File: config.mk
export PLATFORM = sky130hd
export DESIGN_NAME = multi_digit_display
export DESIGN_NICKNAME = d
export VERILOG_FILES = /design/src/rtl/multi_digit_display_pkg.sv /design/src/rtl/multi_digit_display_hex_to_seven_seg.sv /design/src/rtl/multi_digit_display.sv
export SDC_FILE = /design/constraint.sdc
export NUM_CORES = 1
export LEC_CHECK = 0
export CORE_MARGIN = 2
export CORE_UTILIZATION = 54
export DETAILED_ROUTE_END_ITERATION = 7
export GPL_TIMING_DRIVEN = 0
export HOLD_SLACK_MARGIN = 0.06
export PLACE_DENSITY = 0.83
export SETUP_SLACK_MARGIN = 0.3
export SYNTH_ARGS = -nofsm -noshare
export SYNTH_HDL_FRONTEND = slang
export SYNTH_SLANG_ARGS = --single-unit
File: constraint.sdc
create_clock -name Clk -period 2.9 [get_ports Clk]
set_input_delay 0.58 -clock Clk [delete_from_list [all_inputs] [get_ports Clk]]
set_output_delay 0.58 -clock Clk [all_outputs]
set_load 0.02 [all_outputs]
File: src/rtl/multi_digit_display_pkg.sv
// Segment and anode constants shared by the display controller and its decoder.
// Segments are {g,f,e,d,c,b,a}, active-low.
package multi_digit_display_pkg;

  localparam logic [6:0] SEG_0     = 7'b1000000;
  localparam logic [6:0] SEG_1     = 7'b1111001;
  localparam logic [6:0] SEG_2     = 7'b0100100;
  localparam logic [6:0] SEG_3     = 7'b0110000;
  localparam logic [6:0] SEG_4     = 7'b0011001;
  localparam logic [6:0] SEG_5     = 7'b0010010;
  localparam logic [6:0] SEG_6     = 7'b0000010;
  localparam logic [6:0] SEG_7     = 7'b1111000;
  localparam logic [6:0] SEG_8     = 7'b0000000;
  localparam logic [6:0] SEG_9     = 7'b0010000;
  localparam logic [6:0] SEG_A     = 7'b0001000;
  localparam logic [6:0] SEG_B     = 7'b0000011;
  localparam logic [6:0] SEG_C     = 7'b1000110;
  localparam logic [6:0] SEG_D     = 7'b0100001;
  localparam logic [6:0] SEG_E     = 7'b0000110;
  localparam logic [6:0] SEG_F     = 7'b0001110;
  localparam logic [6:0] SEG_BLANK = 7'h7F;

  // Anodes are active-low on the board.
  localparam logic ANODE_OFF = 1'b1;
  localparam logic ANODE_ON  = 1'b0;

endpackage

File: src/rtl/multi_digit_display_hex_to_seven_seg.sv
// Combinational hex nibble to active-low seven-segment pattern.
module hex_to_seven_seg
  import multi_digit_display_pkg::*;
(
  input  logic [3:0] hex_i,
  output logic [6:0] seg_o
);

  always_comb begin
    seg_o = SEG_BLANK;
    case (hex_i)
      4'h0: seg_o = SEG_0;
      4'h1: seg_o = SEG_1;
      4'h2: seg_o = SEG_2;
      4'h3: seg_o = SEG_3;
      4'h4: seg_o = SEG_4;
      4'h5: seg_o = SEG_5;
      4'h6: seg_o = SEG_6;
      4'h7: seg_o = SEG_7;
      4'h8: seg_o = SEG_8;
      4'h9: seg_o = SEG_9;
      4'hA: seg_o = SEG_A;
      4'hB: seg_o = SEG_B;
      4'hC: seg_o = SEG_C;
      4'hD: seg_o = SEG_D;
      4'hE: seg_o = SEG_E;
      4'hF: seg_o = SEG_F;
      default: seg_o = SEG_BLANK;
    endcase
  end

endmodule

File: src/rtl/multi_digit_display.sv
// Time-multiplexed hex display with frame-synchronous capture, per-digit enable and hold.
// Optional leading-zero blanking is enabled by defining MULTI_DIGIT_DISPLAY_LZB_EN.
module multi_digit_display
  import multi_digit_display_pkg::*;
#(
  parameter int NUM_DIGITS  = 8,
  parameter int REFRESH_DIV = 100000
) (
  input  logic                    Clk,
  input  logic                    Rst,
  input  logic [4*NUM_DIGITS-1:0] Number,
  input  logic [NUM_DIGITS-1:0]   DigitEn,
  input  logic                    Hold,
  output logic [6:0]              out7,
  output logic [NUM_DIGITS-1:0]   en_out,
  output logic                    FrameStart
);

  localparam int CNT_W = (REFRESH_DIV > 1) ? $clog2(REFRESH_DIV) : 1;
  localparam int IDX_W = (NUM_DIGITS > 1) ? $clog2(NUM_DIGITS) : 1;
  localparam logic [CNT_W-1:0] CNT_LAST = CNT_W'(REFRESH_DIV - 1);
  localparam logic [IDX_W-1:0] IDX_LAST = IDX_W'(NUM_DIGITS - 1);

  logic [CNT_W-1:0]        cnt_q, cnt_d;
  logic [IDX_W-1:0]        idx_q, idx_d;
  logic [4*NUM_DIGITS-1:0] frame_q, frame_d;
  logic                    pending_q;
  logic [6:0]              out7_q, out7_d;
  logic [NUM_DIGITS-1:0]   en_q, en_d;
  logic                    fs_q, fs_d;

  logic                    slot_end;
  logic                    frame_wrap;
  logic [4*NUM_DIGITS-1:0] disp_frame;
  logic [3:0]              nibble;
  logic [6:0]              seg;
  logic                    lit;

  always_comb begin
    slot_end   = (cnt_q == CNT_LAST);
    frame_wrap = slot_end && (idx_q == IDX_LAST);
    cnt_d      = slot_end ? '0 : cnt_q + 1'b1;
    idx_d      = idx_q;
    if (slot_end) idx_d = (idx_q == IDX_LAST) ? '0 : idx_q + 1'b1;
    frame_d = frame_q;
    if (pending_q || (frame_wrap && !Hold)) frame_d = Number;
  end

  // The post-reset capture is shown in the very first slot, so read it straight through.
  assign disp_frame = pending_q ? Number : frame_q;
  assign nibble     = disp_frame[{idx_q, 2'b00} +: 4];

  hex_to_seven_seg u_dec (
    .hex_i (nibble),
    .seg_o (seg)
  );

`ifdef MULTI_DIGIT_DISPLAY_LZB_EN
  logic [NUM_DIGITS-1:0] lzb_vis;
  logic                  nz_seen;

  // Walk from the most significant digit down; digit 0 is always visible.
  always_comb begin
    lzb_vis = '0;
    nz_seen = 1'b0;
    for (int i = NUM_DIGITS - 1; i >= 0; i--) begin
      nz_seen    = nz_seen | (disp_frame[4*i +: 4] != 4'h0);
      lzb_vis[i] = nz_seen | (i == 0);
    end
  end

  assign lit = DigitEn[idx_q] & lzb_vis[idx_q];
`else
  assign lit = DigitEn[idx_q];
`endif

  always_comb begin
    en_d = {NUM_DIGITS{ANODE_OFF}};
    if (lit) en_d[idx_q] = ANODE_ON;
    out7_d = lit ? seg : SEG_BLANK;
    fs_d   = (idx_q == '0) && (cnt_q == '0);
  end

  always_ff @(posedge Clk or posedge Rst) begin
    if (Rst) begin
      cnt_q     <= '0;
      idx_q     <= '0;
      frame_q   <= '0;
      pending_q <= 1'b1;
      out7_q    <= SEG_BLANK;
      en_q      <= {NUM_DIGITS{ANODE_OFF}};
      fs_q      <= 1'b0;
    end else begin
      cnt_q     <= cnt_d;
      idx_q     <= idx_d;
      frame_q   <= frame_d;
      pending_q <= 1'b0;
      out7_q    <= out7_d;
      en_q      <= en_d;
      fs_q      <= fs_d;
    end
  end

  assign out7       = out7_q;
  assign en_out     = en_q;
  assign FrameStart = fs_q;

endmodule

# Word-level counts from Yosys, hierarchy flattened
# Memories as Yosys holds them, arrays and structs flattened.
# Index checks and enable logic that the tools add are counted.
# word_totals
romBits,112
n_memories,1
wordCells,33
out_inout_bits,16
ff_bits,69
inputBits,43
# memory_table
memory,depth,width,rd,rd_clocked_by_memory_dff,wr,line_no,text
(no name shown),16,7,1,0,0,multi_digit_display_hex_to_seven_seg.sv:11,case (hex_i)
# op_classes
n_eq_ne,2
reduce_logical,8
magnitude_cmp,2
add_sub_neg,2
mux,9
bitwise_logic,1
shifts,1
# ops
op,count
$mux W32,1
$shiftx A32 B6 Y4,1
$add A17 B1 Y17 const B,1
$eq A17 B17 Y1 const B,1
$logic_not A17 Y1,1
$mux W17,1
$mux W8,1
$not A8 Y8,1
$mux W7,1
$logic_and A1 B1 Y1,4
$lt A3 B4 Y1 const B,1
$add A3 B1 Y3 const B,1
$bmux W1 S3,1
$demux W1 S3,1
$eq A3 B3 Y1 const B,1
$ge A3 B1 Y1 const B,1
$logic_not A3 Y1,1
$mux W3,1
$mux W1,2
$logic_not A1 Y1,1
$logic_or A1 B1 Y1,1

# Logic depth before layout (Yosys ltp)
# Gate-level depths: netlist (run 1).
# depth
word_depth,6
mapped_depth,11
depth_no_buf,9

# By module
# From an unflattened synthesis (run 1), not the netlist that was laid out.
# hier_totals
cells_unflattened,314
hier_area_um2,3817.4
# modules_own_cells
mod,instances,seq_area_each_um2,area_per_inst_um2,cells_each
multi_digit_display,1,1746.7,3542.1,282
hex_to_seven_seg,1,0.0,275.3,32

# Worst setup path before layout (run 1)
# No wires, ideal clock.
# synth_path
path_type,reg-to-reg
startpoint,reg pending_q
endpoint,reg out7_q[0] (netlist: out7[0])
arrival_time_ns,2.463
path_buffers,2
setup_time_ns,0.083
path_stages_with_launch,10
slack_ns,0.354
t_required_ns,2.817
period_less_slack_ns,2.546
cell_sequence,dfstp_2 buf_2 buf_4 mux2i_1 o22ai_1 nor3_1 nand2_1 ha_1 or4_1 o311a_1
# synth_between
elab_chain_cells,4
# synth_rtl
item,line_no,text
start: declaration,multi_digit_display.sv:27,logic pending_q;
start signal: assignment,multi_digit_display.sv:89,pending_q <= 1'b1;
start signal: assignment,multi_digit_display.sv:97,pending_q <= 1'b0;
$mux W32,multi_digit_display.sv:50,assign disp_frame = pending_q ? Number : frame_q;
$shiftx A32 B6 Y4,multi_digit_display.sv:51,"assign nibble = disp_frame[{idx_q, 2'b00} +: 4];"
$mem_v2 Z16 W7,-,
$mux W7,multi_digit_display.sv:80,out7_d = lit ? seg : SEG_BLANK;
named net out7_d[0],multi_digit_display.sv:28,"logic [6:0] out7_q, out7_d;"
end signal: assignment,multi_digit_display.sv:98,out7_q <= out7_d;
end: declaration,multi_digit_display.sv:28,
# The timed path passes the listed nets, and every way through them passes these cells.
# A chain may end at the register's enable or synchronous reset.

# Worst setup path after layout (run 1)
# Same ends and word-level chain as after synthesis.

==> results of run 1 <==
-- final cells by class --
cell class / count / area, µm²
Multi-Input combinational cell: 210 / 1880
Inverter: 12 / 45.0
Buffer: 13 / 125
Timing Repair Buffer: 63 / 631
Fill cell: 481 / 2050
Clock buffer: 15 / 176
Tap cell: 80 / 100
Clock inverter: 1 / 5.00
Sequential cell: 69 / 1750
-- cells in the mapped netlist (3+ instances only) --
| master | count |
|---|---|
| nand3b_1 | 3 |
| nand3_1 | 10 |
| dfrtp_1 | 53 |
| o21ai_0 | 6 |
| xnor2_1 | 7 |
| nand4_1 | 8 |
| buf_6 | 3 |
| nor2_1 | 14 |
| inv_1 | 12 |
| buf_2 | 4 |
| mux2_4 | 30 |
| mux4_2 | 3 |
| nand2_1 | 24 |
| mux2i_1 | 28 |
| buf_4 | 5 |
| ha_1 | 11 |
| o22ai_1 | 12 |
| mux2_2 | 7 |
| xor2_1 | 8 |
| dfstp_2 | 16 |
| nor3_1 | 4 |
-- state kept, by name, indices dropped and copies added, names as in the netlist --
register / cells
FrameStart: 1
idx_q: 3
en_out: 8
pending_q: 1
out7: 7
frame_q: 32
cnt_q: 17
-- where the power goes --
group	leakage [µW]	internal (µW)	switching, µW
Clock	0.0000937	381	343
Combinational	0.00120	226	157
Sequential	0.000822	1030	28.7
-- stage by stage --
stage               total power, µW  worst slack (ns)   util
finish                         2170             0.379  0.697
floorplan                      1310             0.354      -
global route                   2260             0.295  0.697
detailed placement             1440            -0.121  0.658
CTS                            2170             0.260  0.692
global placement               1430            -0.458  0.655
-- timing repair --
action                     CTS  global route
pin swaps                    2             3
cloned                       0             0
setup buffers                3             1
resized for setup            7             8
setup endpoints to repair    7             2
hold buffers                 0             0
-- cells by family (layout without fill, tap and decap cells) --
group	Yosys count	after routing	share of synthesized area
and+or+nand+nor	84	84	0.127
muxes	69	69	0.237
DFF	69	69	0.466
AOI/OAI and AO/OA	30	30	0.0601
buffers and inverters	25	104	0.0374
xor gates and xnor gates	15	15	0.0351
adders and majority gates	11	11	0.0367
other	1	1	0.00100
-- worst register-to-register path, cell delays in order, from the launching register on --
cell and delay, ns:
dfstp_2 0.57, buf_12 0.16, buf_12 0.16, mux2i_1 0.20, o22ai_1 0.11, nor3_2 0.25
nand2_2 0.14, ha_2 0.21, or4_1 0.52, o311a_1 0.13
-- cell usage in the layout (no fill, tap or decap), types with 3 or more instances in the layout --
cell type and n:
clkbuf_1 4, inv_1 10, buf_4 9, nand2_1 22
nand4_1 8, dfrtp_1 53, mux2_4 30, clkbuf_8 12
nor2_1 14, nand3b_1 3, buf_12 3, o22ai_1 12
ha_1 10, xor2_1 8, mux2_2 7, xnor2_1 7
mux2i_1 27, nand3_1 10, clkdlybuf4s50_1 58, o21ai_0 6
dfstp_2 16, buf_6 3, mux4_2 3
-- per-layer routing --
metal | global-route usage | vias up | part of all wire
met5 | 0 | - | 0
met4 | 0.0853 | 0 | 0.019
met3 | 0.0313 | 12 | 0.040
met2 | 0.371 | 81 | 0.50
met1 | 0.284 | 1306 | 0.44
li1 | - | 1248 | -
-- final timing paths --
| kind | slack (ns) | endpoint | cells after the start | from |
|---|---|---|---|---|
| setup / recovery | 0.38 | out7[0]$_DFF_PP1_ | 9 | pending_q$_DFF_PP1_ |
| hold / removal | 0.51 | cnt_q[8]$_DFF_PP0_ | 1 | cnt_q[8]$_DFF_PP0_ |
| setup reg to reg | 0.38 | out7[0]$_DFF_PP1_ | 9 | pending_q$_DFF_PP1_ |
| hold reg to reg | 0.51 | cnt_q[8]$_DFF_PP0_ | 1 | cnt_q[8]$_DFF_PP0_ |
| max in group asynchronous | 1.63 | out7[5]$_DFF_PP1_ | 3 | Rst |
| min in group asynchronous | 0.59 | frame_q[28]$_DFFE_PP0P_ | 2 | Rst |
==> flow_summary_export.csv, run 1 <==
group,metric,value,unit
outcome,status,"completed",
synthesis,synth-seq-cells,69,
synthesis,synth_top_area_share,0.354,
sta,skew,0.00909,ns
synthesis,synth.area.top_cells,"dfrtp_1 (35%), mux2_4 (12%), dfstp_2 (11%), mux2i_1 (7.5%), ha_1 (3.7%)",
critical_path,crit_required,3.16,ns
sta,worst_pin_slew,0.511,ns
pwr,p_leak,0.00211,µW
global_route,overflow,0,
critical_path,path_common_cell,"buf_12",
clock_network,cts_root_buf,"clkbuf_8",
placement,dp_hpwl,5560,µm
pwr,ir_drop,0.270,mV
sta,slew-limit-headroom,0.659,
layout,n_antenna_cell,0,
drt,drtPass1Iterations,4,
clock_network,cts_made_buffers,9,
critical_path,cp_slowest_cell,"dfstp_2",
sta,period_minus_slack,2.52,ns
synthesis,synthArstFlopShare,1.00,
drt,wl_per_cell,16.7,µm
critical_path,worstSetupStartpointType,"flop",
synthesis,syn_area,3750,µm²
pwr,power_density,460,nW/µm²
synthesis,synth_cell_types,48,
sta,hold_slack,0.505,ns
clock_network,insertion_delay,0.34,ns
drt,postRouteAntennaNets,0,
placement,port_buffers,58,
sta,fin_setup_tns,0,ns
floorplanning,fp.coreArea,6760,µm²
critical_path,path_cells,"buf_12, buf_12, mux2i_1, o22ai_1, nor3_2, nand2_2, ha_2, or4_1, o311a_1",
sta,rsz0062_at_grt,"false",
clock_network,cts.sinks,69,
critical_path,cp-end-kind,"flop",
sta,timing.fmax,397,MHz
global_route,grt_pass1_wl,12800,µm
synthesis,synthCells,304,
drt,vias_per_cell,5.72,
floorplanning,die_w,87.3,µm
clock_network,cts_tree,"done",
critical_path,crit_arrival,2.78,ns
critical_path,cpLargestDelayFamily,"simple AND/OR/NAND/NOR gates",
layout,final_layout_size_suffix_gt1_frac,0.266,
drt,routed_wl,7750,µm
layout,area_delta_synth_final,25.7,%
layout,nNetsFinal,432,
global_route,grt_use_total,0.219,
synthesis,synthFlopType,"dfrtp_1",
sta,maxSlewViolCount,0,
clock_network,cts_max_level,3,
synthesis,syn_avg_cell_area,12.3,µm²
synthesis,synth-edff-count,0,
critical_path,path_max_fanout,10,
floorplanning,num_io_pins,59,
min_path,hp-class,"reg -> reg",
sta,finalSetupViolations,0,
synthesis,syn_nets,358,
drt,route.detailed.drc,0,
global_route,grt_max_degree,47,
global_route,grt_pass1_vias,2677,
floorplanning,start_util,0.555,
critical_path,crit_path_max_incr_delay,0.57,ns
flow_run,maxCapViolations,0,
sta,hold_viol,0,
clock_network,path_clk_slew,0.07,ns
synthesis,yosys.area.top_type,"dfrtp_1",
critical_path,critPathBufInv,2,
critical_path,critPathKind,"reg -> reg",
drt,via_count,2647,
floorplanning,die_h,87.3,µm
global_route,grt_antenna_before_repair,0,
placement,gp_congestion,0.833,
placement,placed_cells,443,
synthesis,yosysSeqAreaShare,0.466,
drt,dr.first_iter.drc_count,210,
clock_network,clock_path_buffers,2,
sta,min_period_over_period,0.869,
floorplanning,fp-row-count,30,
layout,fin_area,4710,µm²
synthesis,ys_warn_count,0,
placement,postPlaceCellArea,4450,µm²
floorplanning,die-area,7620,µm²
layout,stdcell_count,463,
(Power assumes the default switching activity.)
==> inputs of run 2 (changes only) <==
--- a/config.mk
+++ b/config.mk
@@ -12,6 +12,7 @@
 export HOLD_SLACK_MARGIN = 0.06
 export PLACE_DENSITY = 0.83
 export SETUP_SLACK_MARGIN = 0.3
+export SLEW_MARGIN = 20
 export SYNTH_ARGS = -nofsm -noshare
 export SYNTH_HDL_FRONTEND = slang
 export SYNTH_SLANG_ARGS = --single-unit
==> constraint.sdc (replaced) <==
create_clock -name Clk -period 2.5 [get_ports Clk]
set_input_delay 0.5 -clock Clk [delete_from_list [all_inputs] [get_ports Clk]]
set_output_delay 0.5 -clock Clk [all_outputs]
set_load 0.02 [all_outputs]
==> flow_summary_export.csv, run 2 (synthesis gave the netlist of run 1 again) <==
group,metric,value,unit
outcome,status,"complete, but fails checks",
outcome,violations,"negative setup slack",
critical_path,crit_arrival,2.74,ns
sta,hold_viol,0,
global_route,overflow,0,
sta,timing.fmax,400,MHz
drt,top_layer_used,"met4",
clock_network,cts_made_buffers,9,
placement,port_buffers,58,
pwr,pwr-share-seq,0.461,
global_route,grt_max_degree,36,
layout,fin_area,5060,µm²
sta,period_minus_slack,2.50,ns
layout,n_antenna_cell,0,
layout,final_layout_size_suffix_gt1_frac,0.339,
global_route,grt_pass1_wl,13900,µm
layout,final_common_cell,"clkdlybuf4s50_1",
critical_path,cp_slowest_cell,"dfstp_2",
floorplanning,start_util,0.555,
drt,route.detailed.drc,0,
critical_path,regToRegEndpoint,"out7[5]$_DFF_PP1_",
clock_network,cts_max_level,3,
drt,via_count,2787,
pwr,p_int,2030,µW
pwr,p_leak,0.00228,µW
placement,gp_congestion,0.821,
drt,wl_met3,404,µm
floorplanning,die-area,7620,µm²
placement,placed_cells,444,
critical_path,worstSetupStartpointType,"flop",
global_route,grt_antenna_before_repair,0,
layout,multi_input_area,1940,µm²
drt,wl_met1,3880,µm
layout,area_delta_synth_final,35.1,%
layout,seqCellArea,1750,µm²
drt,dr.first_iter.drc_count,200,
floorplanning,num_io_pins,59,
critical_path,path_cells,"buf_12, clkbuf_16, mux2i_1, o22ai_1, nor3_2, nand2_2, ha_4, buf_6, mux2_4, nand2_2, o211ai_1",
critical_path,cpLargestDelayFamily,"flip-flops",
placement,postPlaceCellArea,4500,µm²
sta,setup_ws,-0.000463,ns
layout,stdcell_count,487,
floorplanning,fp.coreArea,6760,µm²
critical_path,ff2ff_path_depth,11,
sta,min_period_over_period,1.00,
min_path,hp-class,"in -> async",
clock_network,cts_root_buf,"clkbuf_8",
critical_path,path_common_cell,"nand2_2",
clock_network,insertion_delay,0.35,ns
critical_path,cp-end-kind,"flop",
layout,largest_register_ffs,32,
drt,routed_wl,9050,µm
drt,postRouteAntennaNets,0,
pwr,clkPwrFrac,0.345,
clock_network,clock_path_buffers,2,
critical_path,cp.depth,11,
sta,hold_slack,0.379,ns
global_route,grt_pass1_vias,2865,
pwr,switching_power,653,µW
floorplanning,die_h,87.3,µm
sta,skew,0.0111,ns
critical_path,path_max_fanout,5,
drt,drtPass1Iterations,4,
layout,nFillCells,396,
pwr,power_density,529,nW/µm²
global_route,grt_use_total,0.242,
layout,utilization,0.749,
drt,vias_per_cell,5.72,
critical_path,endpoint,"out7[5]$_DFF_PP1_",
drt,wl_met2,4560,µm
sta,maxSlewViolCount,0,
placement,post-place-ws,-0.120,ns
critical_path,critPathBufInv,3,
critical_path,startpoint,"pending_q$_DFF_PP1_",
layout,mostFrequentLayoutCells,"clkdlybuf4s50_1 (58), dfrtp_1 (51), mux2_4 (32), mux2i_1 (25), buf_4 (24)",
sta,rsz0062_at_grt,"true",
pwr,power_frac_comb,0.194,
critical_path,ff2ff_setup_slack,-0.0005,ns
critical_path,r2r_start,"pending_q$_DFF_PP1_",
floorplanning,die_w,87.3,µm
clock_network,path_clk_slew,0.07,ns
clock_network,cts_tree,"done",
layout,nNetsFinal,456,
flow_run,maxCapViolations,0,
layout,regMostFlops,"frame_q",
pwr,ir_drop,0.353,mV
critical_path,crit_path_max_incr_delay,0.60,ns
clock_network,cts.sinks,69,
drt,wl_per_cell,18.6,µm
clock_network,holdBufCountCts,0,
pwr,p_sw_frac,0.244,
sta,finalSetupViolations,1,
critical_path,crit_required,2.74,ns
floorplanning,fp-row-count,30,
placement,dp_hpwl,5760,µm
critical_path,critPathKind,"reg -> reg",
run 2: cell count changes in the layout (fill, tap and decap cells not counted), sizes merged:
| cell | previous run | this run |
|---|---|---|
| clkinv | 1 | 0 |
| bufinv | 0 | 1 |
| clkinvlp | 0 | 1 |
| clkbuf | 16 | 17 |
| buf | 17 | 40 |
| inv | 12 | 11 |
run 2: power by group through the flow:
stage	sequential [µW]	combinational [µW]	clock (µW)
after floorplan	1260	256	0
after global placement	1240	421	0
after detailed placement	1250	438	0
after CTS	1230	495	931
after global routing	1240	556	986
final	1230	520	923
run 2: through the flow:
stage	TNS (ns)	power, µW
after floorplan	0	1520
after global routing	-0.0342	2780
after global placement	-0.205	1670
after detailed placement	-0.224	1690
after CTS	0	2660
final	-0.000463	2680
run 2: how the worst min path moves through the flow:
stage / startpoint / end / cells past startpoint
after floorplan: cnt_q[8]$_DFF_PP0_ / cnt_q[8]$_DFF_PP0_ / 1
after global placement: cnt_q[8]$_DFF_PP0_ / cnt_q[8]$_DFF_PP0_ / 1
after detailed placement: cnt_q[8]$_DFF_PP0_ / cnt_q[8]$_DFF_PP0_ / 1
after CTS: Rst / frame_q[4]$_DFFE_PP0P_ / 2
after global routing: Rst / frame_q[4]$_DFFE_PP0P_ / 2
final: Rst / frame_q[4]$_DFFE_PP0P_ / 2
run 2: layer usage:
metal,GRT usage,vias to the layer above
met3,0.0607,20
met1,0.308,1390
li1,-,1296
met4,0.0839,0
met5,0,-
met2,0.402,81
run 2: cell type report:
type | instances | area share
multi-input cells | 210 | 0.383
well taps | 80 | 0.0198
clock buffers | 15 | 0.0329
clock inverters | 1 | 0.00593
flip-flops and latches | 69 | 0.345
plain buffers | 13 | 0.0287
inverters | 12 | 0.00964
repair buffers | 87 | 0.174
run 2: what timing repair did:
item	CTS	global route
endpoints found under the setup margin	47	47
gates cloned	0	1
pin swaps	11	7
resized for setup	18	13
buffers inserted	19	7
